**src/rtl/mc_ctrl_pkg.sv**
```systemverilog
`default_nettype none
// ============================================================================
// Module      : mc_ctrl_pkg
// Description : Shared encodings for the wait-state multicycle MIPS control unit.
// Revision    : 1.0 - initial release
// ============================================================================
package mc_ctrl_pkg;

    typedef enum logic [2:0] {
        S_IF  = 3'd0,
        S_ID  = 3'd1,
        S_EXE = 3'd2,
        S_MEM = 3'd3,
        S_WB  = 3'd4,
        S_EXC = 3'd5
    } state_t;

    localparam logic [3:0] c_alu_nop  = 4'd0;
    localparam logic [3:0] c_alu_add  = 4'd1;
    localparam logic [3:0] c_alu_sub  = 4'd2;
    localparam logic [3:0] c_alu_and  = 4'd3;
    localparam logic [3:0] c_alu_or   = 4'd4;
    localparam logic [3:0] c_alu_slt  = 4'd5;
    localparam logic [3:0] c_alu_sltu = 4'd6;
    localparam logic [3:0] c_alu_nor  = 4'd7;
    localparam logic [3:0] c_alu_lui  = 4'd8;
    localparam logic [3:0] c_alu_sll  = 4'd9;
    localparam logic [3:0] c_alu_srl  = 4'd10;
    localparam logic [3:0] c_alu_sllv = 4'd11;
    localparam logic [3:0] c_alu_srlv = 4'd12;

    localparam logic [2:0] c_pcs_alu    = 3'd0;
    localparam logic [2:0] c_pcs_aluout = 3'd1;
    localparam logic [2:0] c_pcs_jump   = 3'd2;
    localparam logic [2:0] c_pcs_rs     = 3'd3;
    localparam logic [2:0] c_pcs_exc    = 3'd4;

    localparam logic [1:0] c_gpr_rd = 2'd0;
    localparam logic [1:0] c_gpr_rt = 2'd1;
    localparam logic [1:0] c_gpr_ra = 2'd2;

    localparam logic [1:0] c_wd_alu = 2'd0;
    localparam logic [1:0] c_wd_mem = 2'd1;
    localparam logic [1:0] c_wd_pc  = 2'd2;

    localparam logic [1:0] c_srca_pc    = 2'd0;
    localparam logic [1:0] c_srca_rs    = 2'd1;
    localparam logic [1:0] c_srca_shamt = 2'd2;
    localparam logic [1:0] c_srca_rsv   = 2'd3;

    localparam logic [1:0] c_srcb_rt    = 2'd0;
    localparam logic [1:0] c_srcb_four  = 2'd1;
    localparam logic [1:0] c_srcb_imm   = 2'd2;
    localparam logic [1:0] c_srcb_brofs = 2'd3;

    localparam logic [1:0] c_exc_none    = 2'd0;
    localparam logic [1:0] c_exc_illegal = 2'd1;
    localparam logic [1:0] c_exc_bus     = 2'd2;

    localparam logic [5:0] c_op_rtype = 6'h00;
    localparam logic [5:0] c_op_j     = 6'h02;
    localparam logic [5:0] c_op_jal   = 6'h03;
    localparam logic [5:0] c_op_beq   = 6'h04;
    localparam logic [5:0] c_op_bne   = 6'h05;
    localparam logic [5:0] c_op_addi  = 6'h08;
    localparam logic [5:0] c_op_slti  = 6'h0A;
    localparam logic [5:0] c_op_andi  = 6'h0C;
    localparam logic [5:0] c_op_ori   = 6'h0D;
    localparam logic [5:0] c_op_lui   = 6'h0F;
    localparam logic [5:0] c_op_lw    = 6'h23;
    localparam logic [5:0] c_op_sw    = 6'h2B;

    localparam logic [5:0] c_fn_sll  = 6'h00;
    localparam logic [5:0] c_fn_srl  = 6'h02;
    localparam logic [5:0] c_fn_sllv = 6'h04;
    localparam logic [5:0] c_fn_srlv = 6'h06;
    localparam logic [5:0] c_fn_jr   = 6'h08;
    localparam logic [5:0] c_fn_jalr = 6'h09;
    localparam logic [5:0] c_fn_add  = 6'h20;
    localparam logic [5:0] c_fn_addu = 6'h21;
    localparam logic [5:0] c_fn_sub  = 6'h22;
    localparam logic [5:0] c_fn_subu = 6'h23;
    localparam logic [5:0] c_fn_and  = 6'h24;
    localparam logic [5:0] c_fn_or   = 6'h25;
    localparam logic [5:0] c_fn_nor  = 6'h27;
    localparam logic [5:0] c_fn_slt  = 6'h2A;
    localparam logic [5:0] c_fn_sltu = 6'h2B;

    typedef struct packed {
        logic is_add, is_addu, is_sub, is_subu, is_and, is_or, is_nor;
        logic is_slt, is_sltu, is_sll, is_srl, is_sllv, is_srlv;
        logic is_jr, is_jalr;
        logic is_addi, is_slti, is_andi, is_ori, is_lui;
        logic is_lw, is_sw, is_beq, is_bne, is_j, is_jal;
        logic i_valid;
    } dec_t;

    function automatic logic [3:0] alu_op_of(input dec_t d);
        logic [3:0] op;
        op = c_alu_nop;
        if (d.is_add | d.is_addu | d.is_addi | d.is_lw | d.is_sw) op = c_alu_add;
        else if (d.is_sub | d.is_subu | d.is_beq | d.is_bne)     op = c_alu_sub;
        else if (d.is_and | d.is_andi)                            op = c_alu_and;
        else if (d.is_or | d.is_ori)                              op = c_alu_or;
        else if (d.is_slt | d.is_slti)                            op = c_alu_slt;
        else if (d.is_sltu)                                       op = c_alu_sltu;
        else if (d.is_nor)                                        op = c_alu_nor;
        else if (d.is_lui)                                        op = c_alu_lui;
        else if (d.is_sll)                                        op = c_alu_sll;
        else if (d.is_srl)                                        op = c_alu_srl;
        else if (d.is_sllv)                                       op = c_alu_sllv;
        else if (d.is_srlv)                                       op = c_alu_srlv;
        return op;
    endfunction

endpackage
`default_nettype wire

```
**src/rtl/mc_decode.sv**
```systemverilog
`default_nettype none
// ============================================================================
// Module      : mc_decode
// Description : Op/Funct to one-hot instruction flags; unknown encodings clear i_valid.
// Revision    : 1.0 - initial release
// ============================================================================
module mc_decode
    import mc_ctrl_pkg::*;
(
    input  logic [5:0] i_op,
    input  logic [5:0] i_funct,
    output dec_t       o_dec
);

    always_comb begin
        o_dec         = '0;
        o_dec.i_valid = 1'b1;
        case (i_op)
            c_op_rtype: begin
                case (i_funct)
                    c_fn_add:  o_dec.is_add  = 1'b1;
                    c_fn_addu: o_dec.is_addu = 1'b1;
                    c_fn_sub:  o_dec.is_sub  = 1'b1;
                    c_fn_subu: o_dec.is_subu = 1'b1;
                    c_fn_and:  o_dec.is_and  = 1'b1;
                    c_fn_or:   o_dec.is_or   = 1'b1;
                    c_fn_nor:  o_dec.is_nor  = 1'b1;
                    c_fn_slt:  o_dec.is_slt  = 1'b1;
                    c_fn_sltu: o_dec.is_sltu = 1'b1;
                    c_fn_sll:  o_dec.is_sll  = 1'b1;
                    c_fn_srl:  o_dec.is_srl  = 1'b1;
                    c_fn_sllv: o_dec.is_sllv = 1'b1;
                    c_fn_srlv: o_dec.is_srlv = 1'b1;
                    c_fn_jr:   o_dec.is_jr   = 1'b1;
                    c_fn_jalr: o_dec.is_jalr = 1'b1;
                    default:   o_dec.i_valid = 1'b0;
                endcase
            end
            c_op_addi: o_dec.is_addi = 1'b1;
            c_op_slti: o_dec.is_slti = 1'b1;
            c_op_andi: o_dec.is_andi = 1'b1;
            c_op_ori:  o_dec.is_ori  = 1'b1;
            c_op_lui:  o_dec.is_lui  = 1'b1;
            c_op_lw:   o_dec.is_lw   = 1'b1;
            c_op_sw:   o_dec.is_sw   = 1'b1;
            c_op_beq:  o_dec.is_beq  = 1'b1;
            c_op_bne:  o_dec.is_bne  = 1'b1;
            c_op_j:    o_dec.is_j    = 1'b1;
            c_op_jal:  o_dec.is_jal  = 1'b1;
            default:   o_dec.i_valid = 1'b0;
        endcase
    end

endmodule
`default_nettype wire

```
**src/rtl/mc_ctrl_ws.sv**
```systemverilog
`default_nettype none
// ============================================================================
// Module      : mc_ctrl_ws
// Description : Multicycle MIPS control FSM with memory wait states, bus timeout,
//               illegal-instruction trap and retired-instruction counter.
// Revision    : 1.0 - initial release
// ============================================================================
module mc_ctrl_ws
    import mc_ctrl_pkg::*;
#(
    parameter int ALUOP_W     = 4,
    parameter int MEM_TIMEOUT = 15,
    parameter int TO_W        = 4,
    parameter int EXC_EN      = 1,
    parameter int CNT_W       = 32
) (
    input  logic               clk,
    input  logic               rst,
    input  logic               Zero,
    input  logic [5:0]         Op,
    input  logic [5:0]         Funct,
    input  logic               mem_ready,
    output logic               mem_req,
    output logic               RegWrite,
    output logic               MemWrite,
    output logic               IRWrite,
    output logic               PCWrite,
    output logic               EPCWrite,
    output logic               EXTOp,
    output logic               IorD,
    output logic [1:0]         ALUSrcA,
    output logic [1:0]         ALUSrcB,
    output logic [1:0]         GPRSel,
    output logic [1:0]         WDSel,
    output logic [2:0]         PCSource,
    output logic [ALUOP_W-1:0] ALUOp,
    output logic [1:0]         exc_cause,
    output logic [2:0]         state_o,
    output logic [CNT_W-1:0]   instret
);

    localparam logic [TO_W-1:0] c_wait_lim = TO_W'(MEM_TIMEOUT);

    dec_t             w_dec;
    state_t           r_state, w_state_nx;
    logic [TO_W-1:0]  r_wcnt;
    logic [1:0]       r_exc_cause, w_cause_nx;
    logic [CNT_W-1:0] r_instret;
    logic             w_retire, w_timeout, w_itype;
    logic             w_mem_req, w_reg_write, w_mem_write, w_ir_write, w_pc_write, w_epc_write;

    mc_decode u_decode (
        .i_op    (Op),
        .i_funct (Funct),
        .o_dec   (w_dec)
    );

    assign w_itype   = w_dec.is_addi | w_dec.is_ori | w_dec.is_andi | w_dec.is_slti | w_dec.is_lui;
    assign w_timeout = (MEM_TIMEOUT != 0) && (r_wcnt == c_wait_lim) && !mem_ready;

    always_comb begin
        w_state_nx  = r_state;
        w_cause_nx  = r_exc_cause;
        w_retire    = 1'b0;
        w_mem_req   = 1'b0;
        w_reg_write = 1'b0;
        w_mem_write = 1'b0;
        w_ir_write  = 1'b0;
        w_pc_write  = 1'b0;
        w_epc_write = 1'b0;
        EXTOp       = 1'b1;
        IorD        = 1'b0;
        ALUSrcA     = c_srca_rs;
        ALUSrcB     = c_srcb_rt;
        GPRSel      = c_gpr_rd;
        WDSel       = c_wd_alu;
        PCSource    = c_pcs_alu;
        ALUOp       = ALUOP_W'(c_alu_add);
        case (r_state)
            S_IF: begin
                w_mem_req = 1'b1;
                ALUSrcA   = c_srca_pc;
                ALUSrcB   = c_srcb_four;
                if (mem_ready) begin
                    w_ir_write = 1'b1;
                    w_pc_write = 1'b1;
                    w_state_nx = S_ID;
                end else if (w_timeout) begin
                    w_state_nx = S_EXC;
                    w_cause_nx = c_exc_bus;
                end
            end
            S_ID: begin
                if (!w_dec.i_valid) begin
                    if (EXC_EN != 0) begin
                        w_state_nx = S_EXC;
                        w_cause_nx = c_exc_illegal;
                    end else begin
                        w_state_nx = S_IF;
                    end
                end else if (w_dec.is_j | w_dec.is_jal | w_dec.is_jr | w_dec.is_jalr) begin
                    PCSource   = (w_dec.is_j | w_dec.is_jal) ? c_pcs_jump : c_pcs_rs;
                    w_pc_write = 1'b1;
                    w_retire   = 1'b1;
                    w_state_nx = S_IF;
                    if (w_dec.is_jal | w_dec.is_jalr) begin
                        w_reg_write = 1'b1;
                        WDSel       = c_wd_pc;
                        GPRSel      = w_dec.is_jal ? c_gpr_ra : c_gpr_rd;
                    end
                end else begin
                    // Precompute the branch target while the register file is read.
                    ALUSrcA    = c_srca_pc;
                    ALUSrcB    = c_srcb_brofs;
                    w_state_nx = S_EXE;
                end
            end
            S_EXE: begin
                ALUOp = ALUOP_W'(alu_op_of(w_dec));
                if (w_dec.is_beq | w_dec.is_bne) begin
                    PCSource   = c_pcs_aluout;
                    w_pc_write = w_dec.is_beq ? Zero : !Zero;
                    w_retire   = 1'b1;
                    w_state_nx = S_IF;
                end else if (w_dec.is_lw | w_dec.is_sw) begin
                    ALUSrcB    = c_srcb_imm;
                    w_state_nx = S_MEM;
                end else begin
                    if (w_itype)                       ALUSrcB = c_srcb_imm;
                    if (w_dec.is_ori | w_dec.is_andi)  EXTOp   = 1'b0;
                    if (w_dec.is_sll | w_dec.is_srl)   ALUSrcA = c_srca_shamt;
                    if (w_dec.is_sllv | w_dec.is_srlv) ALUSrcA = c_srca_rsv;
                    w_state_nx = S_WB;
                end
            end
            S_MEM: begin
                w_mem_req   = 1'b1;
                IorD        = 1'b1;
                w_mem_write = w_dec.is_sw;
                if (mem_ready) begin
                    w_state_nx = w_dec.is_lw ? S_WB : S_IF;
                    w_retire   = w_dec.is_sw;
                end else if (w_timeout) begin
                    w_state_nx = S_EXC;
                    w_cause_nx = c_exc_bus;
                end
            end
            S_WB: begin
                w_reg_write = 1'b1;
                w_retire    = 1'b1;
                w_state_nx  = S_IF;
                if (w_dec.is_lw)           WDSel  = c_wd_mem;
                if (w_dec.is_lw | w_itype) GPRSel = c_gpr_rt;
            end
            S_EXC: begin
                w_epc_write = 1'b1;
                w_pc_write  = 1'b1;
                PCSource    = c_pcs_exc;
                w_state_nx  = S_IF;
            end
            default: w_state_nx = S_IF;
        endcase
    end

    always_ff @(posedge clk or negedge rst) begin
        if (!rst) begin
            r_state     <= S_IF;
            r_wcnt      <= '0;
            r_exc_cause <= c_exc_none;
            r_instret   <= '0;
        end else begin
            r_state     <= w_state_nx;
            // Any state change restarts the wait count for the next access.
            r_wcnt      <= (w_state_nx != r_state) ? '0 : r_wcnt + TO_W'(1);
            r_exc_cause <= w_cause_nx;
            if (w_retire) r_instret <= r_instret + CNT_W'(1);
        end
    end

    // Strobes are gated by reset so an access in flight is dropped immediately.
    assign mem_req   = rst & w_mem_req;
    assign RegWrite  = rst & w_reg_write;
    assign MemWrite  = rst & w_mem_write;
    assign IRWrite   = rst & w_ir_write;
    assign PCWrite   = rst & w_pc_write;
    assign EPCWrite  = rst & w_epc_write;
    assign exc_cause = r_exc_cause;
    assign state_o   = r_state;
    assign instret   = r_instret;

endmodule
`default_nettype wire

```
**config.mk**
```make
export PLATFORM = sky130hd
export DESIGN_NAME = mc_ctrl_ws
export DESIGN_NICKNAME = d
export VERILOG_FILES = /design/src/rtl/mc_ctrl_pkg.sv /design/src/rtl/mc_decode.sv /design/src/rtl/mc_ctrl_ws.sv
export SDC_FILE = /design/constraint.sdc
export NUM_CORES = 1
export LEC_CHECK = 0
export ABC_AREA = 1
export BUFFER_PORTS_ARGS = -buffer_cell sky130_fd_sc_hd__buf_4
export CORE_ASPECT_RATIO = 0.6
export CORE_UTILIZATION = 48
export CTS_CLUSTER_DIAMETER = 200
export DETAILED_ROUTE_END_ITERATION = 6
export PLACE_DENSITY = 0.84
export SETUP_SLACK_MARGIN = 0.05
export SLEW_MARGIN = 0
export SYNTH_ARGS = -nofsm -noshare
export SYNTH_HDL_FRONTEND = slang
export SYNTH_SLANG_ARGS = --single-unit
```
**constraint.sdc**
```tcl
create_clock -name clk -period 1.6 [get_ports clk]
set_input_delay 0.4 -clock clk [delete_from_list [all_inputs] [get_ports clk]]
set_output_delay 0.4 -clock clk [all_outputs]
set_load 0.05 [all_outputs]
```
==> Flow_metrics.wiki, run 1 <==
{| class="wikitable"
! Metric !! Value
|-
| Commonest register cell after synthesis || dfrtp_1
|-
| H-Tree Depth || 2
|-
| Number of synthesized flops with an enable pin || 0
|-
| Top-level port count || 76
|-
| Effective utilization at floorplan || 51.9%
|-
| Fraction of post-synthesis cell area in the top cell type by area || 37.6%
|-
| Number of buffers created by CTS || 5
|-
| Setup bufs post-CTS || 39
|-
| # port buffers || 75
|-
| Std cell rows || 20
|-
| Floorplan die height || 60.4 um
|-
| Die X-Extent || 99.3 um
|-
| Register area share after synthesis || 37.6%
|-
| Count of unique library cells instantiated by Yosys || 38
|-
| Outcome || aborted with a tool error
|-
| Post-Syn Area || 0.00273 mm2
|-
| Number of gates resized after CTS || 218
|-
| Top post-synthesis cells by area || dfrtp_1 38%, nand2_1 11%, nor2_1 8.0%, inv_1 6.1%, nand3_1 6.1%
|-
| Final GP Congestion || 0.961
|-
| Maximum buffer depth of the clock tree || 2
|-
| Mean area per synthesized cell || 7.40 um2
|-
| First error in the log || [ERROR DPL-0038] Utilization greater than 100%, impossible to legalize
|-
| Flops & latches, synth || 41
|-
| Post-Syn Nets || 387
|-
| Number of placed instances, taps included || 615
|-
| Number of warnings reported in the yosys synthesis log || 0
|-
| Hold-fix buffer count after cts || 0
|-
| Async SR Flop Fraction || 100%
|-
| Last stage reached || clock tree synthesis
|-
| Post-Synthesis Cells || 369
|-
| Number of sinks on the clock net || 41
|-
| Dpl hpwl || 7640 um
|-
| Post-synth top area cell || dfrtp_1
|-
| Root buffer cell || clkbuf_8
|}
cell usage after synthesis, types with 2 or more instances:
master and number:
nor4_1 3, o311ai_0 2, inv_2 6, ha_1 2, inv_1 44, nand3b_1 2
o21a_1 2, xor2_1 16, o21ai_0 4, nor2_1 58, nor3_1 12, nand3_1 33
nor3b_2 2, xnor2_1 17, dfrtp_1 41, nand4_2 2, nand2_1 82, nand4_1 6
nor3_2 5, nor2_2 5, nor2_4 2, a21oi_1 7
kinds of logic after synthesis:
kind of cell	synth area share, %
DFF	37.6
adders and majority gates	0.917
xor gates and xnor gates	10.6
and+or+nand+nor	37.9
buffers and inverters	7.47
AOI/OAI and AO/OA	5.55
metrics by stage:
stage | cell area [um2] | setup slack, ns | hold WS [ns] | utilization [%] | TNS [ns]
global placement | 4520 | -0.628 | 0.467 | 86.0 | -25.58
detailed placement | 4520 | -0.766 | 0.479 | 86.0 | -28.78
floorplan | 3070 | -0.480 | 0.104 | - | -10.55
==> run 2: changes to the inputs <==
--- a/config.mk
+++ b/config.mk
@@ -7,12 +7,9 @@
 export LEC_CHECK = 0
 export ABC_AREA = 1
 export BUFFER_PORTS_ARGS = -buffer_cell sky130_fd_sc_hd__buf_4
-export CORE_ASPECT_RATIO = 0.6
-export CORE_UTILIZATION = 48
-export CTS_CLUSTER_DIAMETER = 200
+export CORE_UTILIZATION = 40
 export DETAILED_ROUTE_END_ITERATION = 6
-export PLACE_DENSITY = 0.84
-export SETUP_SLACK_MARGIN = 0.05
+export PLACE_DENSITY_LB_ADDON = 0.15
 export SLEW_MARGIN = 0
 export SYNTH_ARGS = -nofsm -noshare
 export SYNTH_HDL_FRONTEND = slang
==> constraint.sdc (replaced) <==
create_clock -name clk -period 2.1 [get_ports clk]
set_input_delay 0.525 -clock clk [delete_from_list [all_inputs] [get_ports clk]]
set_output_delay 0.525 -clock clk [all_outputs]
set_load 0.05 [all_outputs]
==> run 2 against run 1 <==
Compared with the run above: synthesized cell count did not move; area after synthesis unchanged; the flow now finishes, with violations (DRC, setup timing).
==> Flow_metrics.wiki, run 2 <==
{| class="wikitable"
! Metric !! Value
|-
| Number of fill cells || 470
|-
| Async SR Flop Fraction || 100% (unchanged)
|-
| Maximum number of pins on one net before global-route repair || 42
|-
| Routed wire length || 8410 um
|-
| Actual transition at the worst max-transition pin || 0.505 ns
|-
| Number of max-capacitance violations reported || 0
|-
| Max reg flops || 32
|-
| Number of buffers and inverters on the critical path || 4
|-
| Final GP Congestion || 0.873 (-9.2%)
|-
| Setup-violating endpoint count in the final report || 15
|-
| Wire length of the first global-routing pass || 14000 um
|-
| Count of unique library cells instantiated by Yosys || 38 (unchanged)
|-
| Number of synthesized flops with an enable pin || 0 (unchanged)
|-
| Std cell rows || 29 (+45%)
|-
| Cell class contributing the biggest share of worst-path delay || buffers and inverters
|-
| Post-Syn Nets || 387 (unchanged)
|-
| Required @ worst endpoint || 1.57 ns
|-
| Mux share of post-synthesis cell area || 0% (unchanged)
|-
| Parity-gate share of the synthesized area counting xor and xnor cells || 10.6% (unchanged)
|-
| Critical path class || input port to output port
|-
| Register area share after synthesis || 37.6% (unchanged)
|-
| Number of global-route vias before repair || 3013
|-
| Commonest register cell after synthesis || dfrtp_1
|-
| RSZ-0062 raised after global routing || yes
|-
| Final Cycle Share || 111%
|-
| Vias per cell || 5.04
|-
| Most common cell after layout, fill and taps aside || buf_4
|-
| Clock Skew || 0.00688 ns
|-
| Top post-synthesis cells by area || dfrtp_1 38%, nand2_1 11%, nor2_1 8.0%, inv_1 6.1%, nand3_1 6.1%
|-
| Maximum buffer depth of the clock tree || 2 (unchanged)
|-
| Fraction of post-synthesis cell area in the top cell type by area || 37.6% (unchanged)
|-
| Dpl hpwl || 5860 um (-23%)
|-
| Die Footprint || 0.00716 mm2
|-
| Number of antenna violations at the first check in global routing || 0
|-
| Effective utilization at floorplan || 42.3% (-9.7 points)
|-
| Number of endpoints with negative hold slack in the final report || 0
|-
| Mean area per synthesized cell || 7.40 um2 (unchanged)
|-
| TritonCTS clock tree || done
|-
| Total overflow reported by the global router || 0
|-
| Top-level port count || 76 (unchanged)
|-
| Endpoint arrival time on the critical path || 1.81 ns
|-
| Hold Crit Class || input port to asynchronous set/reset pin
|-
| WL/cell || 14.1 um
|-
| Adder-cell share of the synthesized area || 0.917% (unchanged)
|-
| Number of nets at the end of the flow || 537
|-
| Max Transition Viols Final || 0
|-
| Outcome || finished, violations left
|-
| Total power of the final layout || 3580 uW
|-
| Maximum fanout along the worst path || 7
|-
| Commonest cells after routing, fill and taps aside || 105 x buf_4, 66 x nand2_1, 38 x dfrtp_1
|-
| Slowest stage cell, crit path || o21a_1
|-
| Floorplan die height || 84.6 um (+40%)
|-
| Power density cells || 752 mW/mm2
|-
| Diode count || 0
|-
| Most frequent CP cell || buf_6
|-
| Number of placed instances, taps included || 574 (-6.7%)
|-
| Most frequently used cell type in the post-synthesis netlist || nand2_1
|-
| Commonest cells post-synth || 82 x nand2_1, 58 x nor2_1, 44 x inv_1
|-
| Global-route total usage across every layer || 24.1%
|-
| # port buffers || 75 (unchanged)
|-
| Cell breakdown of the critical path || buf_6, nor2_4, buf_12, buf_6, nand3_4, o21a_1, o311ai_4, nor2_1, nand2_2, nor2_4, buf_6
|-
| Fraction of layout cells with a size suffix above 1 || 51.3%
|-
| Number of sinks on the clock net || 41 (unchanged)
|-
| Post-synthesis compound-gate area fraction || 5.55% (unchanged)
|-
| Iter 0 DRT Violations || 113
|-
| Residual DRC || 7
|-
| Worst-case setup margin in the final layout || -0.235 ns
|-
| Number of buffers created by CTS || 5 (unchanged)
|-
| Die X-Extent || 84.6 um (-15%)
|-
| Later-pin clock latency in the skew report || 0.29 ns
|-
| Flops & latches, synth || 41 (unchanged)
|-
| Peak ir drop on the vdd network || 666 uV
|-
| Post-place setup slack || -0.363 ns (+0.403 ns)
|-
| Detailed-route via count || 3011
|-
| Final ANT Viol Nets || 0
|-
| Combinational family with the most area after synthesis || simple AND/OR/NAND/NOR gates
|-
| Count of placed standard cells in the final layout, fillers left out || 597
|-
| Maximum clock rate || 428 MHz
|-
| Signed area change from the synthesized netlist to the final layout || 74.3%
|-
| Clock slew at reported path FFs || 0.07 ns
|-
| Endpoint kind of the worst setup timing path || output port
|-
| Kind of launch point of the worst setup path || input port
|-
| Root buffer cell || clkbuf_8
|-
| Worst slack on hold paths || 0.300 ns
|-
| Violated checks || DRC, setup timing
|-
| H-Tree Depth || 2 (unchanged)
|-
| Post-synthesis share of cell area spent on and, or, nand and nor gates || 37.9% (unchanged)
|-
| Post-layout minimum cycle time || 2.33 ns
|-
| Number of warnings reported in the yosys synthesis log || 0 (unchanged)
|-
| Number of iterations in the first detailed-routing pass || 6
|-
| Placeable core region || 0.00646 mm2
|-
| Slew headroom || 66.3%
|-
| Post-Synthesis Cells || 369 (unchanged)
|-
| Post-Syn Area || 0.00273 mm2 (unchanged)
|-
| Crit path largest cell delay || 0.19 ns
|-
| Static leakage power || 0.00230 uW
|-
| Post-synth top area cell || dfrtp_1
|}
==> run 2: layer usage <==
layer	wire, um	vias up	part of all wire [%]	GRT usage [%]
li1	-	1499	-	-
met1	3730	1436	44	31.4
met2	4290	70	51	43.7
met3	338	6	4.0	3.24
met4	50	0	0.59	3.54
met5	0	-	0	0
==> run 2: what timing repair did <==
action / 4_1_cts / 5_1_grt
endpoints found under the hold margin: 0 / 0
resized for setup: 108 / 24
endpoints found under the setup margin: 18 / 36
gates cloned: 1 / 1
buffers inserted: 8 / 5
hold buffers: 0 / 0
pin swaps: 32 / 9
==> run 2: stage by stage <==
step | TNS (ns) | util (%) | cell area [um2]
final | -2.42 | 73.7 | 4760
after detailed placement | -8.57 | 61.7 | 3990
after floorplan | -0.632 | - | 2940
after global routing | -3.62 | 73.7 | 4760
after global placement | -6.95 | 61.7 | 3990
after CTS | -2.00 | 71.5 | 4620
==> run 2: layout make-up <==
type	count	area, um2	share of cell area [%]
Inverter	50	201	4.23
Timing Repair Buffer	143	1250	26.2
Sequential cell	41	1030	21.6
Tap cell	77	96.3	2.03
Clock inverter	1	30.0	0.631
Multi-Input combinational cell	278	2070	43.4
Clock buffer	7	86.3	1.81
==> run 2: path summary, 6_finish.rpt <==
| check | cells past startpoint | from | endpoint | slack [ns] |
|---|---|---|---|---|
| worst max-delay path | 11 | Op[4] | ALUOp[3] | -0.23 |
| worst max register to register | 10 | instret[0] | instret[30] | 0.16 |
| worst min-delay path | 2 | rst | instret[26] | 0.30 |
| worst min register to register | 1 | r_wcnt[0] | r_wcnt[0] | 0.47 |
| max in group asynchronous | 2 | rst | state_o[2] | 1.43 |
| min in group clk | 1 | r_wcnt[0] | r_wcnt[0] | 0.47 |
==> run 2: where the power goes <==
part           switching, uW  internal, uW  total (uW)
registers                110           878         988
clock network            253           387         640
logic                   1220           725        1950
total                   1590          1990        3580
==> run 2: logic make-up after synthesis <==
family          Yosys count
fa+ha+maj                 2
compound gates           23
simple gates            218
flops                    41
buf+inv                  52
xor+xnor                 33
==> run 2: worst register-to-register path, cell delays in order (launching register included) <==
cell and delay [ns]:
dfrtp_1 0.40, ha_1 0.18, nand3_1 0.11, nor2_2 0.16
nand3_2 0.13, nor3_4 0.22, nand3b_1 0.14, nor2_1 0.11
nand2_1 0.12, nor2_1 0.14, xor2_1 0.15
Power figures use the tool's default switching activity.
